## config.mk

```make
export PLATFORM = sky130hd
export DESIGN_NAME = bf16_2_fp32_stream
export DESIGN_NICKNAME = d
export VERILOG_FILES = /design/src/rtl/bf16_fp32_pkg.sv /design/src/rtl/bf16_2_fp32_lane.sv /design/src/rtl/bf16_2_fp32_stream.sv
export SDC_FILE = /design/constraint.sdc
export NUM_CORES = 1
export LEC_CHECK = 0
export ABC_CLOCK_PERIOD_IN_PS = 4200
export BUFFER_PORTS_ARGS = -buffer_cell sky130_fd_sc_hd__buf_2
export CAP_MARGIN = 20
export CORE_ASPECT_RATIO = 1.2
export CORE_MARGIN = 5
export CORE_UTILIZATION = 34
export DETAILED_ROUTE_END_ITERATION = 10
export MAX_ROUTING_LAYER = met4
export PLACE_DENSITY = 0.57
export SLEW_MARGIN = 0
export SYNTH_ARGS = -nofsm -noshare
export SYNTH_HDL_FRONTEND = slang
export SYNTH_SLANG_ARGS = --single-unit
```

## constraint.sdc

```tcl
create_clock -name clk -period 4.2 [get_ports clk]
set_input_delay 0.42 -clock clk [delete_from_list [all_inputs] [get_ports clk]]
set_output_delay 0.42 -clock clk [all_outputs]
set_load 0.01 [all_outputs]
```

## src/rtl/bf16_fp32_pkg.sv

```systemverilog
// Shared constants and state encoding for the BF16 <-> FP32 packing blocks.
//   BF16_W, FP32_W : element widths
//   PACK_LANES     : BF16 lanes per 128-bit packed word
//   BF16_EXP_MAX   : all-ones BF16 exponent (Inf / NaN)
//   state_e        : widening-stream controller states
package bf16_fp32_pkg;

  localparam int unsigned BF16_W       = 16;
  localparam int unsigned FP32_W       = 32;
  localparam int unsigned PACK_LANES   = 8;
  localparam logic [7:0]  BF16_EXP_MAX = 8'hFF;

  typedef enum logic [0:0] {
    StIdle,
    StDrain
  } state_e;

endpackage

```

## src/rtl/bf16_2_fp32_lane.sv

```systemverilog
// Single-lane combinational BF16 -> FP32 widening.
//   bf16   : input BF16 value
//   fp32   : widened FP32 value (optional flush-to-zero / NaN quieting)
//   is_nan : input is a NaN (exponent all ones, mantissa non-zero)
module bf16_2_fp32_lane
  import bf16_fp32_pkg::*;
#(
  parameter bit FTZ  = 1'b0,
  parameter bit QNAN = 1'b1
) (
  input  logic [BF16_W-1:0] bf16,
  output logic [FP32_W-1:0] fp32,
  output logic              is_nan
);

  logic       sign;
  logic [7:0] expo;
  logic [6:0] mant;

  assign sign = bf16[15];
  assign expo = bf16[14:7];
  assign mant = bf16[6:0];

  assign is_nan = (expo == BF16_EXP_MAX) && (mant != 7'd0);

  always_comb begin
    fp32 = {bf16, 16'h0000};
    if (FTZ && (expo == 8'd0) && (mant != 7'd0)) begin
      fp32 = {sign, 31'b0};
    end else if (QNAN && is_nan) begin
      // Quiet bit is the top FP32 mantissa bit.
      fp32[22] = 1'b1;
    end
  end

endmodule

```

## src/rtl/bf16_2_fp32_stream.sv

```systemverilog
// Streaming BF16 -> FP32 widening unit.
// Captures a 128-bit word of eight BF16 lanes and replays it as 8/OUT_LANES
// FP32 beats of OUT_LANES lanes each (lowest lane in the low bits).
//   clk, rst   : clock, synchronous active-high reset
//   in_valid   : bf16_in holds a packed word
//   in_ready   : word can be accepted this cycle
//   bf16_in    : lane i at [16i+15:16i]
//   out_valid  : fp32_out holds a beat
//   out_ready  : consumer takes the beat
//   fp32_out   : lane j at [32j+31:32j]
//   out_last   : final beat of the current word
//   nan_seen   : sticky, set once any accepted beat carried a NaN lane
module bf16_2_fp32_stream
  import bf16_fp32_pkg::*;
#(
  parameter int unsigned OUT_LANES = 4,
  parameter bit          FTZ       = 1'b0,
  parameter bit          QNAN      = 1'b1
) (
  input  logic                        clk,
  input  logic                        rst,
  input  logic                        in_valid,
  output logic                        in_ready,
  input  logic [PACK_LANES*BF16_W-1:0] bf16_in,
  output logic                        out_valid,
  input  logic                        out_ready,
  output logic [FP32_W*OUT_LANES-1:0] fp32_out,
  output logic                        out_last,
  output logic                        nan_seen
);

  localparam int unsigned Beats  = PACK_LANES / OUT_LANES;
  localparam int unsigned BeatW  = (Beats > 1) ? $clog2(Beats) : 1;
  localparam int unsigned SliceW = OUT_LANES * BF16_W;
  localparam int unsigned WordW  = PACK_LANES * BF16_W;

  state_e              state_q, state_d;
  logic [WordW-1:0]    hold_q, hold_d;
  logic [BeatW-1:0]    beat_q, beat_d;
  logic                nan_q, nan_d;

  logic                beat_hs;
  logic                in_hs;
  logic [SliceW-1:0]   beat_slice;
  logic [OUT_LANES-1:0] lane_nan;

  assign out_valid = (state_q == StDrain);
  assign out_last  = out_valid && (beat_q == BeatW'(Beats - 1));
  assign beat_hs   = out_valid && out_ready;
  // Refill in the same cycle the last beat leaves, so back-to-back words have no bubble.
  assign in_ready  = !rst && ((state_q == StIdle) || (beat_hs && out_last));
  assign in_hs     = in_valid && in_ready;
  assign nan_seen  = nan_q;

  assign beat_slice = hold_q[32'(beat_q) * SliceW +: SliceW];

  for (genvar j = 0; j < OUT_LANES; j++) begin : g_lane
    bf16_2_fp32_lane #(
      .FTZ  (FTZ),
      .QNAN (QNAN)
    ) u_lane (
      .bf16   (beat_slice[j*BF16_W +: BF16_W]),
      .fp32   (fp32_out[j*FP32_W +: FP32_W]),
      .is_nan (lane_nan[j])
    );
  end

  always_comb begin
    state_d = state_q;
    hold_d  = hold_q;
    beat_d  = beat_q;
    unique case (state_q)
      StIdle: begin
        if (in_hs) begin
          state_d = StDrain;
          hold_d  = bf16_in;
          beat_d  = '0;
        end
      end
      StDrain: begin
        if (beat_hs) begin
          if (out_last) begin
            if (in_hs) begin
              hold_d = bf16_in;
              beat_d = '0;
            end else begin
              state_d = StIdle;
            end
          end else begin
            beat_d = (Beats > 1) ? beat_q + BeatW'(1) : '0;
          end
        end
      end
      default: state_d = StIdle;
    endcase
  end

  assign nan_d = nan_q || (beat_hs && (|lane_nan));

  always_ff @(posedge clk) begin
    if (rst) begin
      state_q <= StIdle;
      hold_q  <= '0;
      beat_q  <= '0;
      nan_q   <= 1'b0;
    end else begin
      state_q <= state_d;
      hold_q  <= hold_d;
      beat_q  <= beat_d;
      nan_q   <= nan_d;
    end
  end

endmodule

```

Word-level counts from Yosys, hierarchy flattened

Cells that the tools add are included.

Add/subtract/negate cells: 1
Multipliers: 0
Div/mod/pow operators: 0
Order comparisons: 0
Equality and inequality tests: 6
Shifts and indexed selects: 1
Multiplexer cells: 16
Bitwise logic cells: 1
Reduce and logical (&&, ||, !) cells: 19

Operators by type and width:

| cell                                                            | number |
|---|---|
| 128-bit 2-to-1 mux                                              | 3 |
| 128-bit case mux with 2 select lines                            | 1 |
| 128-bit by 8-bit variable part select with 64-bit output        | 1 |
| 8-bit == test, second input constant                            | 4 |
| 7-bit nonzero test                                              | 4 |
| 1-bit logical AND                                               | 10 |
| 1-bit 2-to-1 mux                                                | 10 |
| 1-bit case mux with 2 select lines                              | 2 |
| 4-bit OR reduction                                              | 1 |
| 1-bit logical OR                                                | 2 |
| 2-bit by 1-bit != test with 1-bit output, second input constant | 1 |
| 2-bit != test, second input constant                            | 1 |
| 2-bit AND reduction                                             | 1 |
| 1-bit adder, second input constant                              | 1 |
| 1-bit logical NOT                                               | 1 |
| 1-bit NOT                                                       | 1 |

Register bits after elaboration: 131
Bits in latches: 0
RAM bits: 0
Memory bits (read-only): 0
Bits of input ports: 132
Output and inout port bits: 132
Logic and storage cells: 48
Memories kept: 0

Longest topological paths before layout

Gate-level depths: netlist of run 1.

Depth after elaboration: 9
Mapped depth: 9
Gate-level depth less buffers: 6

By module

A second synthesis of run 1 with hierarchy kept.

Cells, all modules: 794
Area, all modules: 7856.3 µm²

Modules (own cells, without submodules):

| module             | instances | cells each | area an instance (µm²) | seq. area each (µm²) |
|---|---|---|---|---|
| bf16_2_fp32_stream | 1         | 642        | 6735.2                 | 2622.5 |
| bf16_2_fp32_lane   | 4         | 38         | 280.3                  | 0.0 |

Worst setup path before layout of run 1

Ideal clock, no wire load.

Kind: register to output
Start point: reg beat_q
End point: out fp32_out[86]
Data arrival time: 1.871 ns
Data required time: 3.780 ns
Slack: 1.909 ns
Stages on the path, launching flop included: 7
Buffers on the path: 1
Cell sequence: dfxtp_1 buf_6 mux2_2 or4_1 nor3_1 nor3_1 or2_2

Cells in the longest elaborated chain, start to end: 4
Elaborated cells between the ends (all ways): 5
Those cells by class: eq/ne: 1; shift: 1; mux: 1; reduce/logical: 2

Ends and longest elaborated chain:

| element                                                  | RTL line                  | RTL |
|---|---|---|
| start: declaration                                       | bf16_2_fp32_stream.sv:39  | `logic [BeatW-1:0] beat_q, beat_d;` |
| start signal: assignment                                 | bf16_2_fp32_stream.sv:109 | `beat_q <= beat_d;` |
| 128-bit by 8-bit variable part select with 64-bit output | bf16_2_fp32_stream.sv:55  | `assign beat_slice = hold_q[32'(beat_q) * SliceW +: SliceW];` |
| named net fp32_out[82]                                   | bf16_2_fp32_stream.sv:27  | `output logic [FP32_W*OUT_LANES-1:0] fp32_out,` |
| 7-bit nonzero test                                       | bf16_2_fp32_lane.sv:24    | `assign is_nan = (expo == BF16_EXP_MAX) && (mant != 7'd0);` |
| 1-bit logical AND                                        | bf16_2_fp32_lane.sv:24    |  |
| 1-bit 2-to-1 mux                                         | bf16_2_fp32_lane.sv:30    | `end else if (QNAN && is_nan) begin` |
| end: declaration                                         | bf16_2_fp32_stream.sv:27  |  |

The timed path passes the listed nets, and every way through them passes these cells.

Worst setup path in the final report of run 1

Start point: reg beat_q
End point: out fp32_out[86]

Cells in the longest elaborated chain, start to end: 4
Elaborated cells between the ends (all ways): 5
Those cells by class: eq/ne: 1; shift: 1; mux: 1; reduce/logical: 2

Ends and longest elaborated chain:

| element                                                    | RTL line |
|---|---|
| 128-bit by 8-bit variable part select with 64-bit output * | bf16_2_fp32_stream.sv:55 |
| 8-bit == test or 7-bit nonzero test (tied branches)        | bf16_2_fp32_lane.sv:24 |
| 1-bit logical AND                                          | bf16_2_fp32_lane.sv:24 |
| 1-bit 2-to-1 mux *                                         | bf16_2_fp32_lane.sv:30 |

Every way passes the cells marked *; elsewhere a longest branch is shown, timed or not.

==> flow_summary_export.csv, run 1 <==
group,metric,value,unit
sta,period_needed,3.19,ns
power_and_ir_drop,swShare,24.6,%
clocking,clock_path_buffers,2,
clocking,cts_made_buffers,17,
floorplanning,fp.dieH,160,um
worst_setup_path,cp_common_cell,"nor3_1",
clocking,clock-sinks,131,
route,met1_length,6.96,mm
worst_hold_path,hold_depth,3,
synth,synthTopCellsByArea,"dfxtp_1 (41%), nand2b_1 (13%), o21ai_0 (10%), mux2_2 (9.6%), buf_4 (7.8%)",
floorplanning,die_w,135,um
clocking,cts_tree,"yes",
sta,fin_crit_sh,76.0,%
route,via_count,5236,
global_route,grt_pass1_vias,5256,
sta,max-slew-margin-rel,28.1,%
synth,yosys.area.top_type,"dfxtp_1",
final_layout,drive_above_1_share,31.5,%
route,wl_met2,7.75,mm
flow_run,drv_cap,0,
outcome,status,"finished, final reports clean",
sta,fin_setup_tns,0,ns
sta,rsz0062_at_grt,"false",
final_layout,fin_cells,1166,
synth,yosysSeqAreaShare,41.4,%
final_layout,area_growth,23.3,%
worst_setup_path,r2r_cells,6,
placement,gp_congestion,0.772,
global_route,grt_max_degree,144,
clocking,clk_latency,0.41,ns
worst_hold_path,hold_class,"primary input to register",
route,dr.pass1.iters,7,
sta,fmax,0.313,GHz
floorplanning,initial_core_util,34.7,%
power_and_ir_drop,power,3310,uW
worst_setup_path,worst_path_max_delay_cell,"dfxtp_4",
sta,finClkSkew,0.00749,ns
floorplanning,placementRows,54,
route,drt-vias-per-instance,4.49,
worst_setup_path,cp-start-kind,"register",
clocking,cts.htree.levels,4,
global_route,antenna_found_initial,1,
synth,synthDistinctLibCells,33,
global_route,grtUsageTotal,15.3,%
worst_setup_path,critPathCaptureType,"output port",
clocking,cts_resized,0,
synth,syn_inst,756,
synth,synth_seq_cells,131,
route,drc_errors,0,
power_and_ir_drop,combPwrFrac,12.8,%
clocking,root_buffer,"clkbuf_16",
worst_setup_path,crit_chain,"mux2_2 > or4_1 > nor3_1 > nor3_1 > or2_2 > buf_2",
route,routed_wl,16.1,mm
sta,slew_violations,0,
placement,dp_cells,1134,
clocking,cts_hold_buf,0,
sta,finalSetupViolations,0,
route,routed.top_layer,"met4",
global_route,grt_overflow,0,
clocking,path_clk_slew,0.06,ns
global_route,grt_pass1_wl,26.2,mm
route,route.detailed.wl_per_inst,13.8,um
final_layout,nNetsFinal,1061,
synth,synth_area,6340,um^2
power_and_ir_drop,seq_power_share,42.1,%
worst_setup_path,critical_path_arrival,2.77,ns
synth,syn_area_per_cell,8.38,um^2
sta,finalHoldViolCount,0,
route,postRouteAntennaNets,0,
floorplanning,coreArea,18200,um^2
sta,tightest_slew,1.08,ns
placement,portBuffers,199,
placement,post-dp-hpwl,11.4,mm
synth,ys_warn_count,0,
synth,netlist.area_leader.share,41.4,%
worst_setup_path,path_class,"register to output port",
clocking,cts_setup_buffers,0,
power_and_ir_drop,p_per_area,424,nW/um^2
worst_setup_path,max_stage_delay,0.71,ns
power_and_ir_drop,clkPwrFrac,45.0,%
floorplanning,die_area,21500,um^2
power_and_ir_drop,peakVddDrop,247,uV
worst_setup_path,worstPathMaxFanout,39,
power_and_ir_drop,p_switching,816,uW
route,initialDrtViolationCount,227,
floorplanning,ios,264,
worst_setup_path,required,3.78,ns
route,wl_met3,1.17,mm
power_and_ir_drop,leakagePower,0.00345,uW
power_and_ir_drop,p_int,2500,uW
-- final timing paths --
check	from	endpoint	slack [ns]
max	beat_q	fp32_out[86]	1.01
max reg2reg	beat_q	hold_q[7]	1.54
min	bf16_in[64]	hold_q[64]	0.20
min reg2reg	nan_seen	nan_seen	0.46
-- cell type report --
cell class              count  area, um^2
repair buffers            206        1060
well taps                 224         280
fillers                  1884       10400
inverters                   1        3.75
clock inverters             9         129
flip-flops and latches    131        2630
clock buffers              22         464
diodes                      1        2.50
multi-input cells         572        3250
-- metrics by stage --
step | util [%] | hold WS [ns] | setup WS, ns | area, um^2
after floorplan | - | 0.445 | 1.91 | 6570
after global placement | 39.6 | 0.448 | 1.38 | 7220
after detailed placement | 39.6 | 0.454 | 1.38 | 7220
after CTS | 42.8 | 0.183 | 0.936 | 7810
after global routing | 42.8 | 0.192 | 0.826 | 7820
final | 42.8 | 0.203 | 1.01 | 7820
-- routing by layer --
metal / vias to the layer above / GRT usage, %
li1: 2719 / -
met1: 2320 / 18.4
met2: 182 / 24.8
met3: 15 / 4.27
met4: 0 / 4.77
met5: - / -
-- power by group through the flow --
stage / registers (uW) / logic [uW] / clock network (uW)
after floorplan: 1400 / 324 / 0
after global placement: 1420 / 428 / 0
after detailed placement: 1420 / 430 / 0
after CTS: 1400 / 432 / 1550
after global routing: 1410 / 479 / 1600
final: 1390 / 425 / 1490
-- cells in the mapped netlist --
master      n
o21ai_0   132
dfxtp_1   131
nand2b_1  131
nand2_1   129
buf_4      66
mux2_2     54
clkbuf_1   35
buf_2      11
nand4_1     8
a21oi_1     6
nor3_1      6
nor2_1      5
mux2_4      4
or4_1       4
a21o_1      3
and3_1      3
mux2i_1     3
nand3_1     3
nor2b_1     3
nor3b_1     3
and2_1      2
buf_1       2
o21a_1      2
a21boi_0    1
a311oi_1    1
and4_1      1
buf_6       1
conb_1      1
inv_1       1
nand3b_1    1
nor4b_2     1
o22ai_1     1
or2_2       1
-- sequential cells by signal (all words and copies together), names as in the netlist --
register / flops
beat_q: 1
out_valid: 1
hold_q: 128
nan_seen: 1
-- cells by family (layout without fill, tap and decap cells) --
family	count (synthesis)	in the layout	share of synthesized area, %
and+or+nand+nor	301	301	24.6
other	1	65	0.0592
DFF	131	131	41.4
buffers and inverters	116	238	11.1
AOI/OAI and AO/OA	146	146	11.8
muxes	61	61	11.0
-- cells in the final DEF (no fill, tap or decap), drive strengths merged --
cell type  Yosys  routed
nand2b       131     131
mux2i          3       3
inv            1       2
a311oi         1       1
nand2        129     129
nand3          3       3
nor4b          1       1
o22ai          1       1
buf           80     206
or4            4       4
nor3b          3       3
clkbuf        35      22
nor3           6       6
or2            1       1
o21a           2       2
nand4          8       8
mux2          58      58
dfxtp        131     131
and4           1       1
a21oi          6       6
clkinv         0       5
and3           3       3
and2           2       2
a21boi         1       1
o21ai        132     132
conb           1      64
nand3b         1       1
a21o           3       3
nor2           5       5
diode          0       1
nor2b          3       3
bufinv         0       3
-- worst max-delay path: cells and delay by family, from the launching register on --
family        cells  cell delay (ns)
flops             1             0.71
buf+inv           1             0.15
mux               1             0.41
simple gates      4             1.08
No activity file was read; power rests on OpenSTA's default activity.
==> run 2: changes to the inputs <==
ABC_CLOCK_PERIOD_IN_PS = 2750   (was 4200)
PLACE_DENSITY = 0.59   (was 0.57)
clock period = 2.75 ns   (was 4.2 ns; I/O delays follow)
==> flow_summary_export.csv, run 2 (same netlist as run 1, synthesis figures left out) <==
group,metric,value,unit
outcome,status,"finished, final reports clean",
clocking,root_buffer,"clkbuf_16",
clocking,clk_latency,0.41,ns
route,drt-vias-per-instance,4.52,
final_layout,final_cell_mix,"buf_2 (199), o21ai_0 (132), nand2b_1 (131), dfxtp_1 (130), nand2_1 (129)",
clocking,clock-sinks,131,
floorplanning,die_w,135,um
sta,fin_hold_ws,0.0550,ns
route,initialDrtViolationCount,212,
worst_setup_path,required,2.48,ns
sta,fin_crit_sh,96.3,%
route,postRouteAntennaNets,0,
power_and_ir_drop,peakVddDrop,404,uV
final_layout,nNetsFinal,1072,
final_layout,layout_commonest_cell,"buf_2",
sta,max-slew-margin-rel,65.4,%
sta,period_needed,2.65,ns
placement,pre_cts_slack,0.270,ns
clocking,cts_tree,"yes",
sta,tightest_slew,0.519,ns
sta,slew_violations,0,
sta,finalSetupViolations,0,
final_layout,largest_reg_flops,128,
route,dr.pass1.iters,4,
flow_run,drv_cap,0,
global_route,antenna_found_initial,0,
final_layout,nFillCells,1844,
clocking,clock_path_buffers,2,
global_route,grt_max_degree,68,
route,drc_errors,0,
power_and_ir_drop,p_per_area,646,nW/um^2
placement,post-dp-hpwl,11.8,mm
floorplanning,ios,264,
floorplanning,placementRows,54,
floorplanning,die_area,21500,um^2
placement,portBuffers,199,
floorplanning,coreArea,18200,um^2
global_route,grt_overflow,0,
worst_setup_path,cp-start-kind,"register",
placement,gp_congestion,0.767,
worst_setup_path,critPathCaptureType,"output port",
global_route,grt_pass1_vias,5244,
worst_hold_path,hold_class,"primary input to register",
global_route,grt_pass1_wl,25.8,mm
worst_setup_path,path_class,"register to output port",
final_layout,top_register,"hold_q",
sta,fmax,0.378,GHz
sta,setup_ws,0.103,ns
global_route,grtUsageTotal,15.3,%
final_layout,num_antenna_cells,0,
route,via_count,5316,
worst_setup_path,worstPathMaxFanout,7,
power_and_ir_drop,power,5130,uW
worst_setup_path,critical_path_arrival,2.37,ns
sta,rsz0062_at_grt,"true",
route,route.detailed.wl_per_inst,14.0,um
sta,finalHoldViolCount,0,
floorplanning,initial_core_util,34.7,%
clocking,path_clk_slew,0.06,ns
clocking,cts_made_buffers,17,
final_layout,drive_above_1_share,32.7,%
route,routed_wl,16.4,mm
sta,finClkSkew,0.00835,ns
power_and_ir_drop,leakagePower,0.00351,uW
clocking,cts.htree.levels,4,
floorplanning,fp.dieH,160,um
final_layout,area_growth,25.4,%
-- run 2: routing by layer --
layer	track usage [%]	routed length [um]	share of wire, %	vias to the layer above
met5	-	0	0	-
met2	25.3	8010	49	179
met1	17.9	7030	43	2378
met4	4.63	225	1.4	0
li1	-	-	-	2741
met3	4.30	1160	7.1	18
-- run 2: final timing paths --
check              start            to  slack [ns]  cells past startpoint
max reg2reg       beat_q      nan_seen        0.50                      7
max               beat_q  fp32_out[86]        0.10                      6
min          bf16_in[24]    hold_q[24]        0.05                      3
min reg2reg     nan_seen      nan_seen        0.46                      2
-- run 2: final cells by class --
type,instances,area [um^2],share of cell area [%]
flip-flops and latches,131,2630,33.0
clock inverters,10,123,1.54
inverters,1,3.75,0.0472
repair buffers,217,1170,14.7
well taps,224,280,3.53
clock buffers,22,495,6.23
multi-input cells,572,3250,40.9
-- run 2: repair_timing --
item	in CTS	in global routing
hold endpoints to repair	0	0
cloned	0	0
hold buffers	0	0
setup endpoints to repair	3	4
setup buffers	3	1
pin swaps	0	2
resized for setup	0	4
-- run 2: critical path, stage by stage (launching register included) --
cell and delay (ns):
dfxtp_4 0.41, mux2_2 0.36, or4_4 0.52, nor3_1 0.14, nor3_1 0.11, or2_2 0.29, buf_2 0.15
-- run 2: metrics by stage --
step | instance area (um^2) | instances | TNS (ns) | util [%]
4_1_cts | 7930 | 1176 | 0 | 43.5
2_1_floorplan | 6570 | 819 | 0 | -
6_report | 7950 | 1177 | 0 | 43.6
5_1_grt | 7950 | 1177 | -0.00523 | 43.6
3_3_place_gp | 7290 | 1141 | 0 | 39.9
3_5_place_dp | 7290 | 1141 | 0 | 39.9
-- run 2: report_power, final --
| part | total [uW] | leakage [uW] | internal (uW) | switching, uW |
|---|---|---|---|---|
| clock | 2330 | 0.000294 | 1470 | 865 |
| sequential | 2120 | 0.00108 | 2040 | 81.6 |
| combinational | 685 | 0.00214 | 322 | 363 |
| total | 5130 | 0.00351 | 3820 | 1310 |
==> run 3: changes to the inputs <==
GPL_TIMING_DRIVEN = 0   (was not set)
TNS_END_PERCENT = 10   (was not set)
==> flow_summary_export.csv, run 3 (same netlist as run 1, synthesis figures left out) <==
group,metric,value,unit
outcome,status,"finished, final reports clean",
worst_setup_path,critPathCaptureType,"output port",
route,routed.top_layer,"met4",
floorplanning,placementRows,54,
sta,fmax,0.366,GHz
clocking,clock-sinks,131,
final_layout,area_growth,36.4,%
final_layout,fin_util,47.4,%
clocking,clk_latency,0.42,ns
route,routed_wl,20.6,mm
clocking,root_buffer,"clkbuf_16",
power_and_ir_drop,combPwrFrac,16.2,%
power_and_ir_drop,peakVddDrop,446,uV
power_and_ir_drop,leakagePower,0.00394,uW
worst_hold_path,min_to,"hold_q[43]",
worst_setup_path,worstReg2RegStart,"out_valid",
route,initialDrtViolationCount,226,
final_layout,layout_commonest_cell,"buf_2",
power_and_ir_drop,p_int,3860,uW
route,dr.pass1.iters,6,
final_layout,largest_reg_flops,128,
final_layout,top_register,"hold_q",
placement,gp_congestion,0.791,
sta,rsz0062_at_grt,"true",
worst_setup_path,required,2.48,ns
floorplanning,coreArea,18200,um^2
sta,fin_crit_sh,99.5,%
floorplanning,fp.dieH,160,um
route,route.detailed.wl_per_inst,16.1,um
clocking,cts_tree,"yes",
worst_setup_path,regToRegSetupSlack,0.34,ns
clocking,cts_made_buffers,17,
route,wl_met2,10.2,mm
power_and_ir_drop,swShare,26.3,%
power_and_ir_drop,p_per_area,605,nW/um^2
placement,post-dp-hpwl,15.5,mm
clocking,clock_path_buffers,2,
sta,finClkSkew,0.00919,ns
sta,period_needed,2.74,ns
route,met1_length,8.90,mm
route,drc_errors,0,
worst_setup_path,path_class,"register to output port",
global_route,grt_max_degree,17,
worst_setup_path,cp-start-kind,"register",
power_and_ir_drop,seq_power_share,40.5,%
placement,portBuffers,199,
worst_setup_path,worstPathMaxFanout,7,
sta,fin_setup_tns,0,ns
sta,fin_hold_ws,0.0414,ns
route,drt-vias-per-instance,4.50,
worst_hold_path,hp-start,"bf16_in[43]",
clocking,cts.htree.levels,4,
power_and_ir_drop,p_switching,1370,uW
sta,finalHoldViolCount,0,
floorplanning,die_w,135,um
global_route,grt_pass1_wl,31.9,mm
sta,slew_violations,0,
clocking,path_clk_slew,0.06,ns
power_and_ir_drop,clkPwrFrac,43.4,%
sta,finalSetupViolations,0,
flow_run,drv_cap,0,
route,postRouteAntennaNets,0,
route,wl_met3,1.21,mm
global_route,antenna_found_initial,1,
final_layout,nFillCells,1873,
floorplanning,ios,264,
worst_setup_path,r2r_end,"hold_q[54]",
floorplanning,initial_core_util,34.7,%
worst_hold_path,hold_depth,3,
final_layout,drive_above_1_share,36.4,%
global_route,grt_overflow,0,
global_route,grt_pass1_vias,5979,
final_layout,nNetsFinal,1176,
sta,tightest_slew,0.568,ns
worst_hold_path,hold_class,"primary input to register",
floorplanning,die_area,21500,um^2
final_layout,final_cell_mix,"buf_2 (205), o21ai_0 (131), nand2b_1 (131), dfxtp_1 (130), nand2_1 (129)",
sta,max-slew-margin-rel,62.2,%
worst_setup_path,critical_path_arrival,2.46,ns
global_route,grtUsageTotal,19.4,%
route,via_count,5773,
worst_setup_path,r2r_cells,9,
run 3: cell types whose count changed in the layout (fill, tap and decap cells not counted), sizes merged:
cell and delta:
buf +68, clkbuf +39, clkinv -3, bufinv -1, clkinvlp +1, diode +1
run 3: how the worst max path moves through the flow:
stage	startpoint	end	depth (start not counted)
floorplan	beat_q	fp32_out[86]	6
global placement	beat_q	fp32_out[83]	6
detailed placement	beat_q	fp32_out[83]	6
CTS	beat_q	fp32_out[86]	7
global route	beat_q	fp32_out[86]	7
finish	beat_q	fp32_out[54]	8
run 3: timing repair:
item	in CTS	in global routing
buffers inserted	2	5
setup endpoints to repair	33	14
gates resized for setup	20	10
hold endpoints to repair	0	0
pin swaps	2	5
hold buffers	0	0
run 3: power groups by stage:
stage          registers, uW  logic [uW]  clock network, uW
2_1_floorplan           2130         495                  0
3_3_place_gp            2150         796                  0
3_5_place_dp            2160         798                  0
4_1_cts                 2120         831               2320
5_1_grt                 2130         933               2390
6_report                2120         845               2270
run 3: per-stage QoR:
step	cell area [um^2]	worst slack, ns	power, uW	instances
after floorplan	6570	0.604	2630	819
after global placement	7850	-0.364	2950	1242
after detailed placement	7850	-0.360	2950	1242
after CTS	8540	-0.0388	5270	1276
after global routing	8650	-0.0363	5450	1282
final	8650	0.0143	5230	1282
run 3: layout make-up:
class / count / area (um^2) / area share, %
well taps: 224 / 280 / 3.24
flip-flops and latches: 131 / 2630 / 30.4
inverters: 1 / 3.75 / 0.0434
repair buffers: 206 / 1090 / 12.6
plain buffers: 115 / 747 / 8.64
clock buffers: 25 / 526 / 6.08
diodes: 1 / 2.50 / 0.0289
multi-input cells: 572 / 3300 / 38.1
clock inverters: 7 / 70.1 / 0.810
run 3: critical path, stage by stage (launching register included):
cell,delay (ns)
dfxtp_4,0.36
buf_12,0.15
buf_12,0.12
buf_4,0.12
mux2_4,0.29
or4_4,0.49
o21a_1,0.21
nand2b_1,0.15
buf_2,0.14
run 3: routing by layer:
metal / up-vias / track usage (%)
met5: - / -
met4: 0 / 5.60
met3: 28 / 4.77
met2: 190 / 32.1
met1: 2607 / 23.4
li1: 2948 / -
